==> src/rtl/board_tile_locator_if.sv <==
// Signal bundle between the VGA timing/game logic (master) and the tile locator (slave).
interface board_tile_locator_if;
  logic [11:0] pix_h;
  logic [11:0] pix_v;
  logic        de_in;
  logic        hs_in;
  logic        vs_in;
  logic [63:0] board;
  logic        board_valid;
  logic        board_ready;
  logic [3:0]  tile_state;
  logic [11:0] tile_h;
  logic [11:0] tile_v;
  logic        tile_active;
  logic [11:0] block_rgb;
  logic [11:0] rgb_out;
  logic        hs_out;
  logic        vs_out;
  logic        de_out;
  logic        commit;

  modport slave (
    input  pix_h, pix_v, de_in, hs_in, vs_in, board, board_valid, block_rgb,
    output board_ready, tile_state, tile_h, tile_v, tile_active,
           rgb_out, hs_out, vs_out, de_out, commit
  );

  modport master (
    output pix_h, pix_v, de_in, hs_in, vs_in, board, board_valid, block_rgb,
    input  board_ready, tile_state, tile_h, tile_v, tile_active,
           rgb_out, hs_out, vs_out, de_out, commit
  );
endinterface

==> src/rtl/board_tile_locator.sv <==
// Maps global pixel counters onto the 4x4 board tiles, feeds the block renderer and
// composites its output with frame/background colours; board swaps happen only at vblank.
module board_tile_locator #(
  parameter int          H_ACTIVE    = 1024,
  parameter int          V_ACTIVE    = 768,
  parameter int          GRID_X0     = 186,
  parameter int          GRID_Y0     = 58,
  parameter int          TILE        = 148,
  parameter int          GAP         = 12,
  parameter int          BLOCK_LAT   = 3,
  parameter logic [11:0] FRAME_COLOR = 12'hBAA,
  parameter logic [11:0] BG_COLOR    = 12'hFFE
) (
  input  logic                  clk,
  input  logic                  rst,
  board_tile_locator_if.slave   tl_io
);

  localparam int PITCH = TILE + GAP;
  localparam int SPAN  = 4 * TILE + 5 * GAP;

  typedef enum logic [1:0] {
    REG_OUT   = 2'd0,
    REG_FRAME = 2'd1,
    REG_TILE  = 2'd2
  } region_e;

  // ---------------- per-axis tile hit detection ----------------
  logic [3:0]  col_hit;
  logic [3:0]  row_hit;
  logic [11:0] col_off [4];
  logic [11:0] row_off [4];

  genvar gi;
  generate
    for (gi = 0; gi < 4; gi++) begin : g_axis
      localparam logic [11:0] START_X = 12'(GRID_X0 + GAP + gi * PITCH);
      localparam logic [11:0] START_Y = 12'(GRID_Y0 + GAP + gi * PITCH);
      assign col_hit[gi] = (tl_io.pix_h >= START_X) && (tl_io.pix_h < START_X + 12'(TILE));
      assign row_hit[gi] = (tl_io.pix_v >= START_Y) && (tl_io.pix_v < START_Y + 12'(TILE));
      assign col_off[gi] = tl_io.pix_h - START_X;
      assign row_off[gi] = tl_io.pix_v - START_Y;
    end
  endgenerate

  logic in_area;
  logic in_board;
  assign in_area  = (tl_io.pix_h < 12'(H_ACTIVE)) && (tl_io.pix_v < 12'(V_ACTIVE));
  assign in_board = (tl_io.pix_h >= 12'(GRID_X0)) && (tl_io.pix_h < 12'(GRID_X0 + SPAN)) &&
                    (tl_io.pix_v >= 12'(GRID_Y0)) && (tl_io.pix_v < 12'(GRID_Y0 + SPAN));

  // ---------------- board double buffer ----------------
  logic [63:0] shadow_q;
  logic [63:0] pending_q;
  logic        pending_flag_q;
  logic        board_ready_q;
  logic        commit_q;
  logic        commit_pt;

  assign commit_pt = (tl_io.pix_h == 12'd0) && (tl_io.pix_v == 12'(V_ACTIVE));

  always_ff @(posedge clk or posedge rst) begin
    if (rst) begin
      shadow_q       <= '0;
      pending_q      <= '0;
      pending_flag_q <= 1'b0;
      board_ready_q  <= 1'b1;
      commit_q       <= 1'b0;
    end else begin
      commit_q <= 1'b0;
      // A capture needs ready (flag clear) and a commit needs the flag set, so they never coincide.
      if (commit_pt && pending_flag_q) begin
        shadow_q       <= pending_q;
        pending_flag_q <= 1'b0;
        board_ready_q  <= 1'b1;
        commit_q       <= 1'b1;
      end else if (tl_io.board_valid && board_ready_q) begin
        pending_q      <= tl_io.board;
        pending_flag_q <= 1'b1;
        board_ready_q  <= 1'b0;
      end
    end
  end

  // ---------------- stage 1 decode ----------------
  region_e     region_d;
  logic        tile_active_d;
  logic [11:0] tile_h_d;
  logic [11:0] tile_v_d;
  logic [3:0]  tile_state_d;
  logic [11:0] h_sel;
  logic [11:0] v_sel;
  logic [1:0]  col_sel;
  logic [1:0]  row_sel;

  always_comb begin
    region_d      = REG_OUT;
    tile_active_d = 1'b0;
    tile_h_d      = '0;
    tile_v_d      = '0;
    tile_state_d  = '0;
    h_sel         = '0;
    v_sel         = '0;
    col_sel       = '0;
    row_sel       = '0;
    for (int c = 0; c < 4; c++) begin
      if (col_hit[c]) begin
        h_sel   = col_off[c];
        col_sel = 2'(c);
      end
      if (row_hit[c]) begin
        v_sel   = row_off[c];
        row_sel = 2'(c);
      end
    end
    if (in_area && tl_io.de_in && in_board) begin
      if ((|col_hit) && (|row_hit)) begin
        region_d      = REG_TILE;
        tile_active_d = 1'b1;
        tile_h_d      = h_sel;
        tile_v_d      = v_sel;
        tile_state_d  = shadow_q[{row_sel, col_sel, 2'b00} +: 4];
      end else begin
        region_d = REG_FRAME;
      end
    end
  end

  region_e     region_q;
  logic        tile_active_q;
  logic [11:0] tile_h_q;
  logic [11:0] tile_v_q;
  logic [3:0]  tile_state_q;
  logic        de_s1_q;
  logic        hs_s1_q;
  logic        vs_s1_q;

  always_ff @(posedge clk or posedge rst) begin
    if (rst) begin
      region_q      <= REG_OUT;
      tile_active_q <= 1'b0;
      tile_h_q      <= '0;
      tile_v_q      <= '0;
      tile_state_q  <= '0;
      de_s1_q       <= 1'b0;
      hs_s1_q       <= 1'b0;
      vs_s1_q       <= 1'b0;
    end else begin
      region_q      <= region_d;
      tile_active_q <= tile_active_d;
      tile_h_q      <= tile_h_d;
      tile_v_q      <= tile_v_d;
      tile_state_q  <= tile_state_d;
      de_s1_q       <= tl_io.de_in;
      hs_s1_q       <= tl_io.hs_in;
      vs_s1_q       <= tl_io.vs_in;
    end
  end

  // ---------------- delay line matching the renderer latency ----------------
  region_e region_dly_q [BLOCK_LAT];
  logic    de_dly_q     [BLOCK_LAT];
  logic    hs_dly_q     [BLOCK_LAT];
  logic    vs_dly_q     [BLOCK_LAT];

  always_ff @(posedge clk or posedge rst) begin
    if (rst) begin
      for (int k = 0; k < BLOCK_LAT; k++) begin
        region_dly_q[k] <= REG_OUT;
        de_dly_q[k]     <= 1'b0;
        hs_dly_q[k]     <= 1'b0;
        vs_dly_q[k]     <= 1'b0;
      end
    end else begin
      region_dly_q[0] <= region_q;
      de_dly_q[0]     <= de_s1_q;
      hs_dly_q[0]     <= hs_s1_q;
      vs_dly_q[0]     <= vs_s1_q;
      for (int k = 1; k < BLOCK_LAT; k++) begin
        region_dly_q[k] <= region_dly_q[k-1];
        de_dly_q[k]     <= de_dly_q[k-1];
        hs_dly_q[k]     <= hs_dly_q[k-1];
        vs_dly_q[k]     <= vs_dly_q[k-1];
      end
    end
  end

  // ---------------- output compositing ----------------
  logic [11:0] rgb_d;
  logic [11:0] rgb_q;
  logic        hs_out_q;
  logic        vs_out_q;
  logic        de_out_q;

  always_comb begin
    rgb_d = '0;
    if (de_dly_q[BLOCK_LAT-1]) begin
      case (region_dly_q[BLOCK_LAT-1])
        REG_TILE:  rgb_d = tl_io.block_rgb;
        REG_FRAME: rgb_d = FRAME_COLOR;
        default:   rgb_d = BG_COLOR;
      endcase
    end
  end

  always_ff @(posedge clk or posedge rst) begin
    if (rst) begin
      rgb_q    <= '0;
      hs_out_q <= 1'b0;
      vs_out_q <= 1'b0;
      de_out_q <= 1'b0;
    end else begin
      rgb_q    <= rgb_d;
      hs_out_q <= hs_dly_q[BLOCK_LAT-1];
      vs_out_q <= vs_dly_q[BLOCK_LAT-1];
      de_out_q <= de_dly_q[BLOCK_LAT-1];
    end
  end

  assign tl_io.board_ready = board_ready_q;
  assign tl_io.commit      = commit_q;
  assign tl_io.tile_active = tile_active_q;
  assign tl_io.tile_h      = tile_h_q;
  assign tl_io.tile_v      = tile_v_q;
  assign tl_io.tile_state  = tile_state_q;
  assign tl_io.rgb_out     = rgb_q;
  assign tl_io.hs_out      = hs_out_q;
  assign tl_io.vs_out      = vs_out_q;
  assign tl_io.de_out      = de_out_q;

endmodule

==> src/flat_wrapper.sv <==
// flat-port wrapper written by rule: the top's interface ports become plain ports
module board_tile_locator_flat 
#(
  parameter int          H_ACTIVE    = 1024,
  parameter int          V_ACTIVE    = 768,
  parameter int          GRID_X0     = 186,
  parameter int          GRID_Y0     = 58,
  parameter int          TILE        = 148,
  parameter int          GAP         = 12,
  parameter int          BLOCK_LAT   = 3,
  parameter logic [11:0] FRAME_COLOR = 12'hBAA,
  parameter logic [11:0] BG_COLOR    = 12'hFFE
)
  (clk, rst, tl_io_pix_h, tl_io_pix_v, tl_io_de_in, tl_io_hs_in, tl_io_vs_in, tl_io_board, tl_io_board_valid, tl_io_block_rgb, tl_io_board_ready, tl_io_tile_state, tl_io_tile_h, tl_io_tile_v, tl_io_tile_active, tl_io_rgb_out, tl_io_hs_out, tl_io_vs_out, tl_io_de_out, tl_io_commit);
  board_tile_locator_if tl_io_i ();
  input  logic clk;
  input  logic rst;
  input wire logic [$bits(tl_io_i.pix_h)-1:0] tl_io_pix_h;
  input wire logic [$bits(tl_io_i.pix_v)-1:0] tl_io_pix_v;
  input wire logic [$bits(tl_io_i.de_in)-1:0] tl_io_de_in;
  input wire logic [$bits(tl_io_i.hs_in)-1:0] tl_io_hs_in;
  input wire logic [$bits(tl_io_i.vs_in)-1:0] tl_io_vs_in;
  input wire logic [$bits(tl_io_i.board)-1:0] tl_io_board;
  input wire logic [$bits(tl_io_i.board_valid)-1:0] tl_io_board_valid;
  input wire logic [$bits(tl_io_i.block_rgb)-1:0] tl_io_block_rgb;
  output wire logic [$bits(tl_io_i.board_ready)-1:0] tl_io_board_ready;
  output wire logic [$bits(tl_io_i.tile_state)-1:0] tl_io_tile_state;
  output wire logic [$bits(tl_io_i.tile_h)-1:0] tl_io_tile_h;
  output wire logic [$bits(tl_io_i.tile_v)-1:0] tl_io_tile_v;
  output wire logic [$bits(tl_io_i.tile_active)-1:0] tl_io_tile_active;
  output wire logic [$bits(tl_io_i.rgb_out)-1:0] tl_io_rgb_out;
  output wire logic [$bits(tl_io_i.hs_out)-1:0] tl_io_hs_out;
  output wire logic [$bits(tl_io_i.vs_out)-1:0] tl_io_vs_out;
  output wire logic [$bits(tl_io_i.de_out)-1:0] tl_io_de_out;
  output wire logic [$bits(tl_io_i.commit)-1:0] tl_io_commit;
  assign tl_io_i.pix_h = tl_io_pix_h;
  assign tl_io_i.pix_v = tl_io_pix_v;
  assign tl_io_i.de_in = tl_io_de_in;
  assign tl_io_i.hs_in = tl_io_hs_in;
  assign tl_io_i.vs_in = tl_io_vs_in;
  assign tl_io_i.board = tl_io_board;
  assign tl_io_i.board_valid = tl_io_board_valid;
  assign tl_io_i.block_rgb = tl_io_block_rgb;
  assign tl_io_board_ready = tl_io_i.board_ready;
  assign tl_io_tile_state = tl_io_i.tile_state;
  assign tl_io_tile_h = tl_io_i.tile_h;
  assign tl_io_tile_v = tl_io_i.tile_v;
  assign tl_io_tile_active = tl_io_i.tile_active;
  assign tl_io_rgb_out = tl_io_i.rgb_out;
  assign tl_io_hs_out = tl_io_i.hs_out;
  assign tl_io_vs_out = tl_io_i.vs_out;
  assign tl_io_de_out = tl_io_i.de_out;
  assign tl_io_commit = tl_io_i.commit;
  board_tile_locator #(.H_ACTIVE(H_ACTIVE), .V_ACTIVE(V_ACTIVE), .GRID_X0(GRID_X0), .GRID_Y0(GRID_Y0), .TILE(TILE), .GAP(GAP), .BLOCK_LAT(BLOCK_LAT), .FRAME_COLOR(FRAME_COLOR), .BG_COLOR(BG_COLOR)) u_core (.clk(clk), .rst(rst), .tl_io(tl_io_i));
endmodule
==> config.mk <==
export PLATFORM = sky130hd
export DESIGN_NAME = board_tile_locator_flat
export DESIGN_NICKNAME = d
export VERILOG_FILES = /design/src/rtl/board_tile_locator_if.sv /design/src/rtl/board_tile_locator.sv /design/src/flat_wrapper.sv
export SDC_FILE = /design/constraint.sdc
export NUM_CORES = 1
export LEC_CHECK = 0
export BUFFER_PORTS_ARGS = -buffer_cell sky130_fd_sc_hd__buf_2
export CAP_MARGIN = 15
export CORE_ASPECT_RATIO = 1.75
export CORE_UTILIZATION = 40
export DETAILED_ROUTE_END_ITERATION = 12
export PLACE_DENSITY_LB_ADDON = 0.05
export SKIP_LAST_GASP = 1
export SYNTH_ARGS = -nofsm -noshare
export SYNTH_HDL_FRONTEND = slang
export SYNTH_SLANG_ARGS = --single-unit
==> constraint.sdc <==
create_clock -name clk -period 13.3 [get_ports clk]
set_clock_uncertainty 0.2 [all_clocks]
set_input_delay 0.665 -clock clk [delete_from_list [all_inputs] [get_ports clk]]
set_output_delay 0.665 -clock clk [all_outputs]
set_load 0.005 [all_outputs]
* After elaboration in Yosys (flattened, before gate mapping)
Index checks and enable logic that the tools add are counted.
** Operators by class
- Multiplexer cells :: 31
- Bitwise logic cells :: 1
- Reduce and logical (&&, ||, !) cells :: 23
- Shift operators :: 1
- Equal/unequal tests :: 3
- $mul :: 0
- Magnitude comparators :: 22
- Add/subtract/negate cells :: 8
- Div/mod/pow operators :: 0
** Operators with widths (count)
- $mux W12 :: 13
- $lt A12 B10 Y1 const B :: 7
- $shiftx A64 B7 Y4 :: 1
- $ge A12 B10 Y1 const B :: 3
- $ge A12 B8 Y1 const B :: 3
- $lt A12 B9 Y1 const B :: 3
- $sub A12 B10 Y12 const B :: 3
- $ge A12 B9 Y1 const B :: 2
- $pmux W12 S2 :: 1
- $sub A12 B8 Y12 const B :: 2
- $sub A12 B9 Y12 const B :: 2
- $logic_and A1 B1 Y1 :: 18
- $eq A12 B10 Y1 const B :: 1
- $ge A12 B6 Y1 const B :: 1
- $ge A12 B7 Y1 const B :: 1
- $logic_not A12 Y1 :: 1
- $lt A12 B11 Y1 const B :: 1
- $lt A12 B8 Y1 const B :: 1
- $mux W2 :: 6
- $sub A12 B7 Y12 const B :: 1
- $mux W1 :: 9
- $mux W4 :: 2
- $reduce_or A4 Y1 :: 2
- $eq A2 B1 Y1 const B :: 1
- 4 further kinds :: 4
** Storage, ports and cells
- Flip-flop bits (word level) :: 195
- Memories kept :: 0
- Output and inout bits :: 46
- Latch bits :: 0
- ROM bits :: 0
- Input bits :: 106
- Memory bits (writable) :: 0

* Logic depth before layout (Yosys ltp)
Gate-level depths: netlist of the first run.
- Depth after elaboration :: 8
- Mapped depth :: 10
- Depth with buffers taken out :: 9

* Least setup slack after synthesis of the first run
OpenSTA, ideal clock, no wires.
- Path kind :: input -> register
- Start :: input tl_io_pix_v[4]
- End :: register u_core.pending_q[20]
- Cell stages on the path :: 7
- Required time :: 12975 ps
- Path slack :: 10042 ps
- Data arrival time :: 2933 ps
- Setup time :: 125 ps
- Cells stage by stage :: clkbuf_1 > or4_1 > or4_1 > clkbuf_1 > nand3_1 > buf_2 > mux2_2
** On the way
- Longest elaborated chain between the ends :: 5
** Ends and longest elaborated chain
- from (decl) :: line flat_wrapper.sv:19 : input wire logic [$bits(tl_io_i.pix_v)-1:0] tl_io_pix_v;
- $eq A12 B10 Y1 :: line board_tile_locator.sv:60 : assign commit_pt = (tl_io.pix_h == 12'd0) && (tl_io.pix_v == 12'(V_ACTIVE));
- $logic_and A1 B1 Y1 :: line board_tile_locator.sv:60
- $logic_and A1 B1 Y1 :: line board_tile_locator.sv:72 : if (commit_pt && pending_flag_q) begin
- $not A1 Y1 (no line)
- $reduce_and A2 Y1 (no line)
- to (signal assigned) :: line board_tile_locator.sv:78 : pending_q <= tl_io.board;
- to (decl) :: line board_tile_locator.sv:54 : logic [63:0] pending_q;
Every way passes these cells.
A chain may end at the register's enable or synchronous reset.

* Final worst setup path of the first run
- Start :: input tl_io_pix_v[8]
- End :: register u_core.pending_q[6]
The elaborated chain is that of the path after synthesis.

==> summary.txt, run 1 <==
Endpoints failing setup: 0
Gate power share: 8.1%
Register Area: 4860 um^2
Peak Freq: 267 MHz
Clock sinks: 194
IO Count: 152
P per Cell Area: 116 nW/um^2
Setup TNS Final: 0 ns
Worst-path fanout max: 64
Switching share of power: 25.6%
Period utilization: 28.2%
Vias in the first global route: 7154
Top-area cell type share of the netlist area: 54.6%
PortBufs: 151
Fillers: 2116
Non-Filler Instances: 1311
Worst-path clk slew: 0.07 ns
Predominant post-synthesis flop cell: dfrtp_1
Clock share of power: 40.2%
Num CTS Buffers: 17
Nature of the critical path startpoint: input pin
Routed via count: 6997
Final nets: 1119
WS Path Type: in -> reg
RSZ-0062 raised after global routing: false
Post-synthesis cell type with the largest combined area: dfrtp_1
Pint: 0.000895 W
Area of the multi-input gates: 3700 um^2
Hold Vio Cnt, Final: 0
Worst Max-Slew Pin Slew: 0.918 ns
Clock buffer depth: 2
Min Tclk post-route: 3.75 ns
CP max stage delay: 0.74 ns
ANT cells: 0
Post-CTS setup buffers: 0
Syn Nets: 1000
Share of cells above drive strength 1: 26.2%
Avg Cell Area, Syn: 9.97 um^2
Overall global routing resource usage: 21.9%
CP max-delay cell: nand3_4
Chip height: 199 um
Commonest non-fill, non-tap cell in the layout: nand2_1
Iteration-0 DRC count of the detailed router: 447
Final WL: 23300 um
Detailed-route wire length per cell: 17.8 um
Sequential share of power: 51.7%
Critical Path End Type: flop
Clock latency on the worst-skew pair: 0.44 ns
Synthesized area: 8840 um^2
Max-cap violations: 0
Setup ws final: 9.55 ns
Full die area: 22700 um^2
First-pass GRT wire length: 37600 um
Critical Path AT: 3.87 ns
Top cells by area, synth: dfrtp_1 55%, nand2_1 10%, mux2_2 7.8%
Hold Path Class: in -> reg
Worst Path Required: 13.42 ns
DRT antenna net count: 0
Slew headroom: 38.8%
Max-slew violation count: 0
Distinct cells, synth: 60
Commonest non-fill, non-tap cells in the layout: 239 x nand2_1, 193 x dfrtp_1, 151 x buf_2
CTS tree: yes
Status: finished, final reports clean
DRT Pass-1 Iters: 5
#FFs+latches synth: 194
Grt total ovfl: 0
LEAKAGE: 5.14 nW
Reg-to-reg critical path startpoint: u_core.pending_flag_q
Placed cells: 1279
DRC Markers: 0
Reg2Reg Depth: 6
Die W: 114 um
Post-synthesis cell count: 887
Worst path cell trace: buf_2 -> inv_1 -> nor4b_1 -> nand2_1 -> or4_2 -> buf_4 -> nand3_4 -> mux2_2
Worst r2r dst: u_core.pending_q[6]
PostCTS Resize Cnt: 0
Initial antenna violation count: 0
Total core area: 21600 um^2
Place WS: 9.04 ns
Crit path to: u_core.pending_q[6]
RePlAce Congestion: 0.833
Register area share after synthesis: 54.9%
Rows: 71
Largest net degree at the start of global routing: 125
Async set or reset register ratio after synthesis: 100%
Worst Setup SP: tl_io_pix_v[8]
# hold bufs at CTS: 0
Worst vdd ir: 0.0000700 V
Worst reg2reg setup slack: 9.82 ns
DP HPWL: 16200 um
Finished Core Util: 48.1%
Clock root buffer: clkbuf_16
Sw Pwr: 0.000308 W
Layout area overhead: 17.3%
Number of flops mapped to enable cells by yosys: 0
H-Tree Depth: 4
Initial core utilization: 41.0%
Ys Warns: 0
Vias per inst: 5.34
[per-stage QoR]
| step | area (um^2) | total power [W] | hold WS (ns) |
|---|---|---|---|
| 2_1_floorplan | 8840 | 0.000691 | 0.131 |
| 3_3_place_gp | 9830 | 0.000731 | 0.133 |
| 3_5_place_dp | 9830 | 0.000732 | 0.136 |
| 4_1_cts | 10400 | 0.00122 | 0.114 |
| 5_1_grt | 10400 | 0.00125 | 0.119 |
| 6_report | 10400 | 0.00120 | 0.136 |
[logic make-up (layout without fill, tap and decap cells)]
logic type | count (synthesis) | after routing | share of synthesized area (%)
AND/OR/NAND/NOR | 358 | 358 | 17.3
flip-flops | 194 | 194 | 54.9
AO/OA/AOI/OAI | 172 | 172 | 13.6
buffers and inverters | 79 | 211 | 3.59
multiplexers | 71 | 71 | 8.95
adder cells (fa/ha/maj) | 7 | 7 | 0.990
XOR/XNOR | 6 | 6 | 0.594
[registers in the layout (all words and copies together), names as in the netlist, 2 cells and up]
| register | flops |
|---|---|
| u_core.tl_io.tile_v | 12 |
| u_core.vs_dly_q | 3 |
| u_core.region_q | 2 |
| u_core.tl_io.tile_state | 4 |
| u_core.tl_io.rgb_out | 12 |
| u_core.pending_q | 64 |
| u_core.tl_io.tile_h | 12 |
| u_core.de_dly_q | 3 |
| u_core.hs_dly_q | 3 |
| u_core.shadow_q | 64 |
| u_core.region_dly_q | 6 |
[worst max-delay path: cells and delay by family]
kind          cells  cell delay (ns)
mux               1             0.41
simple gates      4             1.98
buf+inv           3             0.70
[cell usage after synthesis, drive strengths merged, types with 10 or more instances]
cell / n
a21oi: 37
buf: 17
clkbuf: 44
dfrtp: 193
inv: 18
mux2: 65
nand2: 239
nand3: 10
nor2: 40
nor3: 17
o21ai: 32
[power by group through the flow]
stage / clock (W) / sequential, W / combinational [W]
6_report: 0.000484 / 0.000622 / 0.0000970
3_5_place_dp: 0 / 0.000634 / 0.0000982
5_1_grt: 0.000519 / 0.000625 / 0.000109
2_1_floorplan: 0 / 0.000630 / 0.0000610
4_1_cts: 0.000498 / 0.000622 / 0.0000987
3_3_place_gp: 0 / 0.000633 / 0.0000978
[metal layers]
metal / vias to the layer above / track usage (%) / part of all wire [%]
met5: - / 0 / 0
li1: 3317 / - / -
met4: 0 / 9.33 / 3.1
met2: 196 / 40.2 / 53
met3: 42 / 3.47 / 3.1
met1: 3442 / 24.7 / 40
[how the worst min path moves through the flow]
stage	from	to	depth (start not counted)
final	tl_io_vs_in	u_core.vs_s1_q	1
after floorplan	u_core.de_dly_q[1]	u_core.de_dly_q[0]	0
after CTS	tl_io_vs_in	u_core.vs_s1_q	1
after global placement	u_core.de_dly_q[1]	u_core.de_dly_q[0]	0
after global routing	tl_io_vs_in	u_core.vs_s1_q	1
after detailed placement	u_core.vs_dly_q[1]	u_core.vs_dly_q[0]	0
[final cells by class]
| class | count | area share, % |
|---|---|---|
| multi-input cells | 614 | 35.7 |
| clock buffers | 17 | 4.10 |
| inverters | 18 | 0.723 |
| repair buffers | 161 | 8.01 |
| clock inverters | 15 | 1.19 |
| well taps | 292 | 3.52 |
| flip-flops and latches | 194 | 46.8 |
No activity file was read; power rests on OpenSTA's default activity.
==> run 2, diff against run 1 <==
==> constraint.sdc (replaced) <==
create_clock -name clk -period 3.95 [get_ports clk]
set_clock_uncertainty 0.2 [all_clocks]
set_input_delay 0.1975 -clock clk [delete_from_list [all_inputs] [get_ports clk]]
set_output_delay 0.1975 -clock clk [all_outputs]
set_load 0.005 [all_outputs]
==> run 2 against run 1 <==
Compared with the run above:
- design area rose by 11%
- flip-flop and latch count did not move
- core utilization rose by 5.3 points
- wire length rose by 6.2%
- non-clock buffer count rose by 104
- global-route usage rose by 1.0 points
- largest cell class unchanged
- final cell count rose by 7.9%
- clock power rose to 3.8 times the previous value
- sequential power rose to 3.4 times the previous value
- largest power group unchanged
- power rose to 3.6 times the previous value
- critical path depth rose by 2
==> summary.txt, run 2 (synthesis gave the netlist of run 1 again) <==
Clock latency on the worst-skew pair: 0.44 ns (about the same)
Max-slew violation count: 0 (unchanged)
Share of cells above drive strength 1: 24.4% (was 26.2%)
Slew headroom: 40.2% (was 38.8%)
Critical Path AT: 3.60 ns (was 3.87 ns)
CP top delay family: simple AND/OR/NAND/NOR gates (unchanged)
CP max stage delay: 0.65 ns (was 0.74 ns)
Die W: 114 um (unchanged)
CP max-delay cell: or3_1 (was nand3_4)
Setup TNS Final: 0 ns (unchanged)
Worst-path clk slew: 0.07 ns (about the same)
Detailed-route wire length per cell: 17.5 um (was 17.8 um)
Reg2Reg Depth: 6 (unchanged)
Worst path cell trace: dlygate4sd3_1 -> buf_2 -> ha_1 -> nor4b_1 -> a211oi_1 -> or3_1 -> a21boi_0 -> o32ai_1 -> or4_1 -> a21oi_1 (was buf_2 -> inv_1 -> nor4b_1 -> nand2_1 -> or4_2 -> buf_4 -> nand3_4 -> mux2_2)
Worst Max-Slew Pin Slew: 0.889 ns (was 0.918 ns)
Peak Freq: 291 MHz
Sequential share of power: 48.1% (was 51.7%)
Logic depth of the worst path, buffers included: 10 (was 8)
WS Path Type: in -> reg (unchanged)
Endpoints failing setup: 0 (unchanged)
Vias in the first global route: 7493 (was 7154)
Pint: 0.00334 W (was 0.000895 W)
Final WL: 24700 um (was 23300 um)
Tot Pwr: 0.00436 W (was 0.00120 W)
RePlAce Congestion: 0.844 (was 0.833)
ANT cells: 0 (unchanged)
Commonest non-fill, non-tap cell in the layout: nand2_1 (unchanged)
Total core area: 21600 um^2 (unchanged)
Worst vdd ir: 0.000436 V (was 0.0000700 V)
Final nets: 1223 (was 1119)
Vias per inst: 5.20 (was 5.34)
Routed via count: 7357 (was 6997)
Reg-to-reg critical path startpoint: u_core.pending_flag_q (unchanged)
LEAKAGE: 5.63 nW (was 5.14 nW)
DRC Markers: 0 (unchanged)
CTS tree: yes (unchanged)
Worst Hold Depth: 4 (was 1)
Clock share of power: 42.6% (was 40.2%)
Largest net degree at the start of global routing: 111 (was 125)
Worst reg2reg setup slack: 1.03 ns (was 9.82 ns)
Max-cap violations: 0 (unchanged)
Min Tclk post-route: 3.44 ns
First-pass GRT wire length: 39000 um (was 37600 um)
Gate power share: 9.3% (was 8.1%)
H-Tree Depth: 4 (unchanged)
PortBufs: 151 (unchanged)
Hold Vio Cnt, Final: 0 (unchanged)
Initial core utilization: 41.0% (unchanged)
RSZ-0062 raised after global routing: false (unchanged)
P per Cell Area: 378 nW/um^2 (was 116 nW/um^2)
Post-CTS setup buffers: 0 (unchanged)
Chip height: 199 um (unchanged)
Layout area overhead: 30.2% (was 17.3%)
Full die area: 22700 um^2 (unchanged)
PostCTS Resize Cnt: 0 (unchanged)
DP HPWL: 16600 um (was 16200 um)
DRT antenna net count: 0 (unchanged)
Iteration-0 DRC count of the detailed router: 459 (was 447)
Hold Path Origin: tl_io_pix_v[2] (was tl_io_vs_in)
Biggest regs: u_core.pending_q: 64 flops, u_core.shadow_q: 64 flops (unchanged)
Sw Pwr: 0.00102 W (was 0.000308 W)
Hold Path Class: in -> reg (unchanged)
Clock sinks: 194 (unchanged)
Clock root buffer: clkbuf_16 (unchanged)
Rows: 71 (unchanged)
Crit path buffers/inverters: 2 (was 3)
Overall global routing resource usage: 22.9% (was 21.9%)
DRT Pass-1 Iters: 7 (was 5)
Worst Path Required: 4.11 ns (was 13.42 ns)
Grt total ovfl: 0 (unchanged)
Commonest non-fill, non-tap cells in the layout: 239 x nand2_1, 193 x dfrtp_1, 151 x buf_2 (unchanged)
Worst r2r dst: u_core.pending_q[3] (was u_core.pending_q[6])
Num CTS Buffers: 17 (unchanged)
Period utilization: 87.1%
Fillers: 2021 (was 2116)
Critical Path End Type: flop (unchanged)
Status: finished, final reports clean (unchanged)
Switching share of power: 23.4% (was 25.6%)
Initial antenna violation count: 0 (unchanged)
Clock buffer depth: 2 (unchanged)
Worst-path fanout max: 16 (was 64)
IO Count: 152 (unchanged)
Hold Path End: u_core.tl_io.tile_v[4] (was u_core.vs_s1_q)
Nature of the critical path startpoint: input pin (unchanged)
-- run 2: changes by cell type in the layout (fill, tap and decap cells not counted) --
cell	before	now
bufinv_16	0	4
clkinvlp_4	4	2
dlygate4sd3_1	0	95
buf_4	10	15
inv_6	4	2
clkinv_4	3	2
buf_12	0	4
clkbuf_1	0	2
clkbuf_8	0	1
clkinv_2	2	3
inv_8	3	0
-- run 2: worst max-delay path by stage --
stage	start	end	slack, ns
floorplan	rst	u_core.de_dly_q[0]	1.05
global placement	tl_io_pix_v[9]	u_core.tl_io.tile_h[6]	0.68
detailed placement	tl_io_pix_v[9]	u_core.tl_io.tile_h[6]	0.63
CTS	tl_io_pix_v[9]	u_core.tl_io.tile_h[6]	0.51
global route	tl_io_pix_h[1]	u_core.tl_io.tile_state[1]	0.31
finish	tl_io_pix_h[1]	u_core.tl_io.tile_state[1]	0.51
-- run 2: final cells by class --
cell class | instances | area, um^2 | area share [%]
flip-flops and latches | 194 | 4860 | 42.2
multi-input cells | 614 | 3700 | 32.1
repair buffers | 265 | 1900 | 16.5
clock buffers | 20 | 447 | 3.88
well taps | 292 | 365 | 3.17
clock inverters | 12 | 178 | 1.54
inverters | 18 | 71.3 | 0.619
-- run 2: repair_timing --
action                                 in CTS  in global routing
setup endpoints to repair                   0                  0
hold buffers                               95                  0
endpoints found under the hold margin     115                  0
-- run 2: power groups by stage --
stage                     logic, W  registers, W  clock network, W
final                     0.000406       0.00210           0.00185
after global routing      0.000449       0.00210           0.00197
after CTS                 0.000408       0.00210           0.00190
after detailed placement  0.000336       0.00213                 0
after global placement    0.000334       0.00213                 0
after floorplan           0.000206       0.00212                 0
-- run 2: metal layers --
metal / vias up / track usage [%] / routed length (um) / share of wire, %
met1: 3590 / 25.3 / 9590 / 39
met3: 44 / 4.02 / 909 / 3.7
li1: 3522 / - / - / -
met5: - / 0 / 0 / 0
met4: 0 / 9.81 / 738 / 3.0
met2: 201 / 42.5 / 13500 / 55
-- run 2: worst register-to-register path: stages (launching register included) --
cell,delay [ns]
dfrtp_1,0.39
nor4b_1,0.48
nand2_1,0.16
or4_2,0.65
nand3_4,0.33
buf_12,0.24
mux2_2,0.37
-- run 2: metrics by stage --
step	util (%)	instance area (um^2)	cells	hold slack, ns	setup WS, ns
floorplan	-	8850	887	0.0289	1.05
CTS	53.4	11500	1415	0.0198	0.515
detailed placement	46.1	9940	1288	0.0633	0.630
global route	53.4	11500	1415	0.0571	0.311
finish	53.4	11500	1415	0.0426	0.511
global placement	46.1	9940	1288	0.0642	0.682
